<file path="src/rtl/uart_pkg.sv">
// Shared type definitions for the UART transmit path.
// Holds the arbiter FSM states next to the transmitter's own state type.
package uart_pkg;

  typedef enum logic {
    IDLE,
    XFER
  } arb_state_t;

  typedef enum logic [1:0] {
    TX_IDLE,
    TX_START,
    TX_DATA,
    TX_STOP
  } tx_state_t;

endpackage

</file>
<file path="src/rtl/axis_uart_tx_arbiter_rr_pick.sv">
// Rotating-priority selector.
// Returns the first asserted request at or after ptr, wrapping modulo N.
module rr_pick #(
  parameter int N = 4,
  parameter int W = (N > 1) ? $clog2(N) : 1
) (
  input  logic [N-1:0] req,
  input  logic [W-1:0] ptr,
  output logic [W-1:0] idx,
  output logic         found
);

  // Scan downward so the candidate closest to ptr is the last one written.
  always_comb begin
    idx   = '0;
    found = 1'b0;
    for (int k = N - 1; k >= 0; k--) begin
      if (req[(int'(ptr) + k) % N]) begin
        idx   = W'((int'(ptr) + k) % N);
        found = 1'b1;
      end
    end
  end

endmodule

</file>
<file path="src/rtl/axis_uart_tx_arbiter.sv">
// Round-robin AXI4-Stream arbiter in front of a UART transmitter.
// A grant is held for a whole message, or until the per-grant beat limit is reached.
module axis_uart_tx_arbiter
  import uart_pkg::*;
#(
  parameter int NUM_SRC     = 4,
  parameter int DATA_WIDTH  = 8,
  parameter int MAX_PKT_LEN = 64
) (
  input  logic                          clk,
  input  logic                          rst_sync,
  input  logic [NUM_SRC*DATA_WIDTH-1:0] s_tdata,
  input  logic [NUM_SRC-1:0]            s_tvalid,
  input  logic [NUM_SRC-1:0]            s_tlast,
  output logic [NUM_SRC-1:0]            s_tready,
  output logic [DATA_WIDTH-1:0]         m_tdata,
  output logic                          m_tvalid,
  input  logic                          m_tready,
  output logic [$clog2(NUM_SRC)-1:0]    m_tid,
  output logic                          busy,
  output logic                          pkt_done,
  output logic                          pkt_trunc
);

  localparam int ID_W  = $clog2(NUM_SRC);
  localparam int CNT_W = $clog2(MAX_PKT_LEN + 1);

  arb_state_t       state, state_nxt;
  logic [ID_W-1:0]  grant, grant_nxt;
  logic [ID_W-1:0]  rr_ptr, rr_ptr_nxt;
  logic [CNT_W-1:0] beat_cnt, beat_cnt_nxt;
  logic             pkt_done_nxt, pkt_trunc_nxt;
  logic [ID_W-1:0]  pick_idx;
  logic             pick_found;
  logic             accept;

  rr_pick #(
    .N (NUM_SRC),
    .W (ID_W)
  ) u_rr_pick (
    .req   (s_tvalid),
    .ptr   (rr_ptr),
    .idx   (pick_idx),
    .found (pick_found)
  );

  always_ff @(posedge clk) begin
    if (rst_sync) begin
      state     <= IDLE;
      grant     <= '0;
      rr_ptr    <= '0;
      beat_cnt  <= '0;
      pkt_done  <= 1'b0;
      pkt_trunc <= 1'b0;
    end else begin
      state     <= state_nxt;
      grant     <= grant_nxt;
      rr_ptr    <= rr_ptr_nxt;
      beat_cnt  <= beat_cnt_nxt;
      pkt_done  <= pkt_done_nxt;
      pkt_trunc <= pkt_trunc_nxt;
    end
  end

  // Handshake outputs are masked while reset is high so nothing moves mid-reset.
  always_comb begin
    state_nxt     = state;
    grant_nxt     = grant;
    rr_ptr_nxt    = rr_ptr;
    beat_cnt_nxt  = beat_cnt;
    pkt_done_nxt  = 1'b0;
    pkt_trunc_nxt = 1'b0;
    accept        = 1'b0;
    s_tready      = '0;
    m_tvalid      = 1'b0;
    m_tdata       = s_tdata[int'(grant)*DATA_WIDTH +: DATA_WIDTH];
    m_tid         = rst_sync ? '0 : grant;

    unique case (state)
      IDLE: begin
        if (pick_found) begin
          state_nxt    = XFER;
          grant_nxt    = pick_idx;
          beat_cnt_nxt = '0;
        end
      end
      XFER: begin
        if (!rst_sync) begin
          m_tvalid        = s_tvalid[grant];
          s_tready[grant] = m_tready;
          accept          = s_tvalid[grant] & m_tready;
        end
        if (accept) begin
          beat_cnt_nxt = beat_cnt + 1'b1;
          // tlast wins when it lands on the limit beat
          if (s_tlast[grant] || (beat_cnt == CNT_W'(MAX_PKT_LEN - 1))) begin
            state_nxt     = IDLE;
            rr_ptr_nxt    = (grant == ID_W'(NUM_SRC - 1)) ? '0 : grant + 1'b1;
            pkt_done_nxt  = s_tlast[grant];
            pkt_trunc_nxt = ~s_tlast[grant];
          end
        end
      end
      default: state_nxt = IDLE;
    endcase
  end

  assign busy = (state == XFER);

endmodule

</file>
<file path="config.mk">
export PLATFORM = sky130hd
export DESIGN_NAME = axis_uart_tx_arbiter
export DESIGN_NICKNAME = d
export VERILOG_FILES = /design/src/rtl/uart_pkg.sv /design/src/rtl/axis_uart_tx_arbiter_rr_pick.sv /design/src/rtl/axis_uart_tx_arbiter.sv
export SDC_FILE = /design/constraint.sdc
export NUM_CORES = 1
export LEC_CHECK = 0
export ABC_AREA = 1
export CAP_MARGIN = 40
export CORE_MARGIN = 1.5
export CORE_UTILIZATION = 41
export CTS_CLUSTER_DIAMETER = 60
export CTS_CLUSTER_SIZE = 28
export DETAILED_ROUTE_END_ITERATION = 8
export PLACE_DENSITY = 0.78
export SYNTH_ARGS = -nofsm -noshare
export SYNTH_HDL_FRONTEND = slang
export SYNTH_HIERARCHICAL = 1
export SYNTH_SLANG_ARGS = --single-unit
</file>
<file path="constraint.sdc">
create_clock -name clk -period 1.9 [get_ports clk]
set_input_delay 0.285 -clock clk [delete_from_list [all_inputs] [get_ports clk]]
set_output_delay 0.285 -clock clk [all_outputs]
set_load 0.01 [all_outputs]
</file>
==> metrics.yaml <==
synth:
  synth-seq-area-share_pct: 21.6
  synthCells: 223
  synth_area_mm2: 0.00130
  yosysUniqueCellTypes: 28
  avgSynthCellArea_um2: 5.81
  yosysWarnings: 6
  ys_ff_latch: 14
  synthesis.nets: 271
floorplanning:
  io_pins: 61
  rows: 20
  chipHeight_um: 59.2
  core_area_mm2: 0.00303
  die_w_um: 59.2
  start_util_pct: 42.8
  die_area_mm2: 0.00351
global_route:
  grt_pass1_vias: 1504
  grt_use_total_pct: 21.8
  grt_max_degree: 20
  antenna_found_initial: 0
  gr-total-overflow: 0
  grt_first_pass_wirelength_mm: 6.04
critical_path:
  cp_max_fo: 6
  start_kind: "input port"
  crit_chain: "clkdlybuf4s50_1, buf_4, nor2_1, clkdlybuf4s50_1"
  worst-setup-path-type: "in -> out"
  r2r_slack_ns: 0.23
  r2r_start: "rr_ptr[0]$_SDFFE_PP0P_"
  cp-end-kind: "output pin"
  cp_slowest_cell: "clkdlybuf4s50_1"
  rr_endpoint: "beat_cnt[2]$_SDFFE_PP0P_"
  max_stage_delay_ns: 0.55
  path_common_cell: "clkdlybuf4s50_1"
  r2r_cells: 8
  required_ns: 1.62
  cp.arrival_ns: 1.55
pwr:
  p_seq_share_pct: 32.6
  powerDensity_mw_per_mm2: 462
  finalPower_uw: 977
  combPwrFrac_pct: 45.7
  p_leak_nw: 0.993
  p_int_uw: 657
  switching_power_uw: 320
  vdd_drop_max_mv: 0.263
  clkPwrFrac_pct: 21.7
  switching_share_pct: 32.7
route:
  remaining_drc_errors: 0
  drtIter0Drc: 36
  dr_total_vias: 1632
  drtAntennaViolNets: 0
  dr.pass1.iters: 5
  via_per_inst: 4.72
  drt-total-wl_mm: 3.59
  wl_per_cell_um: 10.4
hold_path:
  hp-start: "beat_cnt[1]$_SDFFE_PP0P_"
  hold_path_end: "beat_cnt[1]$_SDFFE_PP0P_"
  hold_depth: 2
  hold_class: "reg -> reg"
place:
  io_buffers: 60
  place_congestion: 0.840
  dp.cells: 342
  detailed_place_hpwl_mm: 2.96
  place_ws_ns: -0.163
  place_area_mm2: 0.00207
timing:
  setup_viol: 0
  final-hold-violation-count: 0
  clock_skew_ns: 0.00760
  rsz0062_at_grt: "false"
  slew_headroom_pct: 78.9
  timing.fmax_mhz: 544
  post-route-min-period_ns: 1.84
  hold-worst-slack_ns: 0.500
  worst_slew_pin_slew_ns: 0.316
  slew_violations: 0
  period_share_pct: 96.8
  setup_ws_ns: 0.0616
  fin_tns_setup_ns: 0
finish:
  drive_gt1_share_pct: 16.9
  final_nets: 351
  area_growth_pct: 63.0
  fin_cells: 346
  fill_cells: 294
  antenna_cells: 0
  final_util_pct: 69.8
  final_area_mm2: 0.00211
job:
  maxCapViolCount: 0
clock_network:
  clk_pin_slew_ns: 0.09
  clock_path_buffers: 2
  ctsHoldBuffers: 0
  cts_sinks: 14
  clk_latency_ns: 0.28
  cts-buffers-inserted: 3
  htreeDepth: 1
  cts_tree: "done"
  root_buffer: "clkbuf_4"
run_status:
  status: "complete, no violations"
layout make-up:
| cell class | instances | area, µm² | share of cell area (%) |
|---|---|---|---|
| Multi-Input combinational cell | 171 | 858 | 40.6 |
| Inverter | 31 | 121 | 5.74 |
| Clock buffer | 4 | 36.3 | 1.72 |
| Timing Repair Buffer | 82 | 761 | 36.0 |
| Sequential cell | 14 | 282 | 13.3 |
| Tap cell | 44 | 55.1 | 2.61 |
metal layers:
| metal | vias up | share of wire [%] | GRT usage [%] |
|---|---|---|---|
| met5 | - | 0 | 0 |
| met3 | 2 | 6.2 | 5.46 |
| li1 | 870 | - | - |
| met2 | 52 | 49 | 39.6 |
| met1 | 708 | 44 | 25.7 |
| met4 | 0 | 0.53 | 4.22 |
cells in the final DEF (no fill, tap or decap), types with 5 or more instances in the layout:
cell type	n
a21oi_1	8
buf_4	20
clkdlybuf4s50_1	47
dfxtp_1	13
dlygate4sd2_1	13
ha_1	5
inv_1	24
inv_2	5
nand2_1	48
nand2_2	8
nand3_1	21
nor2_1	39
o21ai_0	19
o22ai_1	8
power by group through the flow:
stage / Combinational, mW / Sequential, mW / Clock, mW
6_report: 0.446 / 0.319 / 0.212
5_1_grt: 0.492 / 0.321 / 0.225
4_1_cts: 0.449 / 0.319 / 0.216
3_5_place_dp: 0.464 / 0.324 / 0
3_3_place_gp: 0.463 / 0.324 / 0
2_1_floorplan: 0.220 / 0.324 / 0
synth_stat cells:
library cell | instances | area, µm²
and2_4 | 1 | 8.76
inv_1 | 25 | 93.8
nand3_1 | 21 | 105
o21ai_0 | 19 | 95.1
o21ai_1 | 1 | 5.00
buf_2 | 4 | 20.0
nand3_4 | 1 | 17.5
a21oi_1 | 9 | 45.0
ha_1 | 5 | 62.6
dfxtp_1 | 14 | 280
or2_2 | 1 | 6.26
nor2_2 | 1 | 6.26
nor3b_1 | 2 | 15.0
buf_4 | 1 | 7.51
nand4_1 | 1 | 6.26
inv_2 | 5 | 18.8
xnor2_1 | 1 | 8.76
nor2_4 | 2 | 22.5
nor2_1 | 39 | 146
buf_6 | 1 | 11.3
clkbuf_1 | 1 | 3.75
nand2_2 | 8 | 50.1
o22ai_1 | 8 | 50.1
nand2_1 | 48 | 180
nand3_2 | 1 | 10.0
o21ai_2 | 1 | 8.76
inv_4 | 1 | 6.26
nor3_1 | 1 | 5.00
repair_timing:
| item | in CTS | in global routing |
|---|---|---|
| gates resized for setup | 19 | 1 |
| buffers inserted | 0 | 0 |
| setup endpoints to repair | 13 | 1 |
worst max-delay path: cells and delay by family:
kind | cells | cell delay (ns)
buffers and inverters | 3 | 1.18
and+or+nand+nor | 1 | 0.09
kinds of logic after synthesis:
family	Yosys count	share of synthesized area [%]
adders and majority gates	5	4.83
xor gates and xnor gates	1	0.676
and+or+nand+nor	127	44.7
AOI/OAI and AO/OA	38	15.7
DFF	14	21.6
buffers and inverters	38	12.5
registers in the layout, indices dropped and copies added (netlist names):
register	cells
grant	2
busy	1
beat_cnt	7
pkt_done	1
pkt_trunc	1
rr_ptr	2
how the worst max path moves through the flow:
stage | from | endpoint | slack [ns] | depth (start not counted)
3_3_place_gp | s_tvalid[2] | m_tvalid | -0.17 | 6
3_5_place_dp | s_tvalid[2] | m_tvalid | -0.16 | 6
4_1_cts | rst_sync | m_tid[1] | 0.06 | 4
5_1_grt | rst_sync | m_tid[0] | 0.02 | 4
2_1_floorplan | grant[0]$_SDFFE_PP0P_ | s_tready[0] | 0.47 | 6
6_report | rst_sync | m_tid[0] | 0.06 | 4
Note: power is estimated with default switching activity, not from simulation.
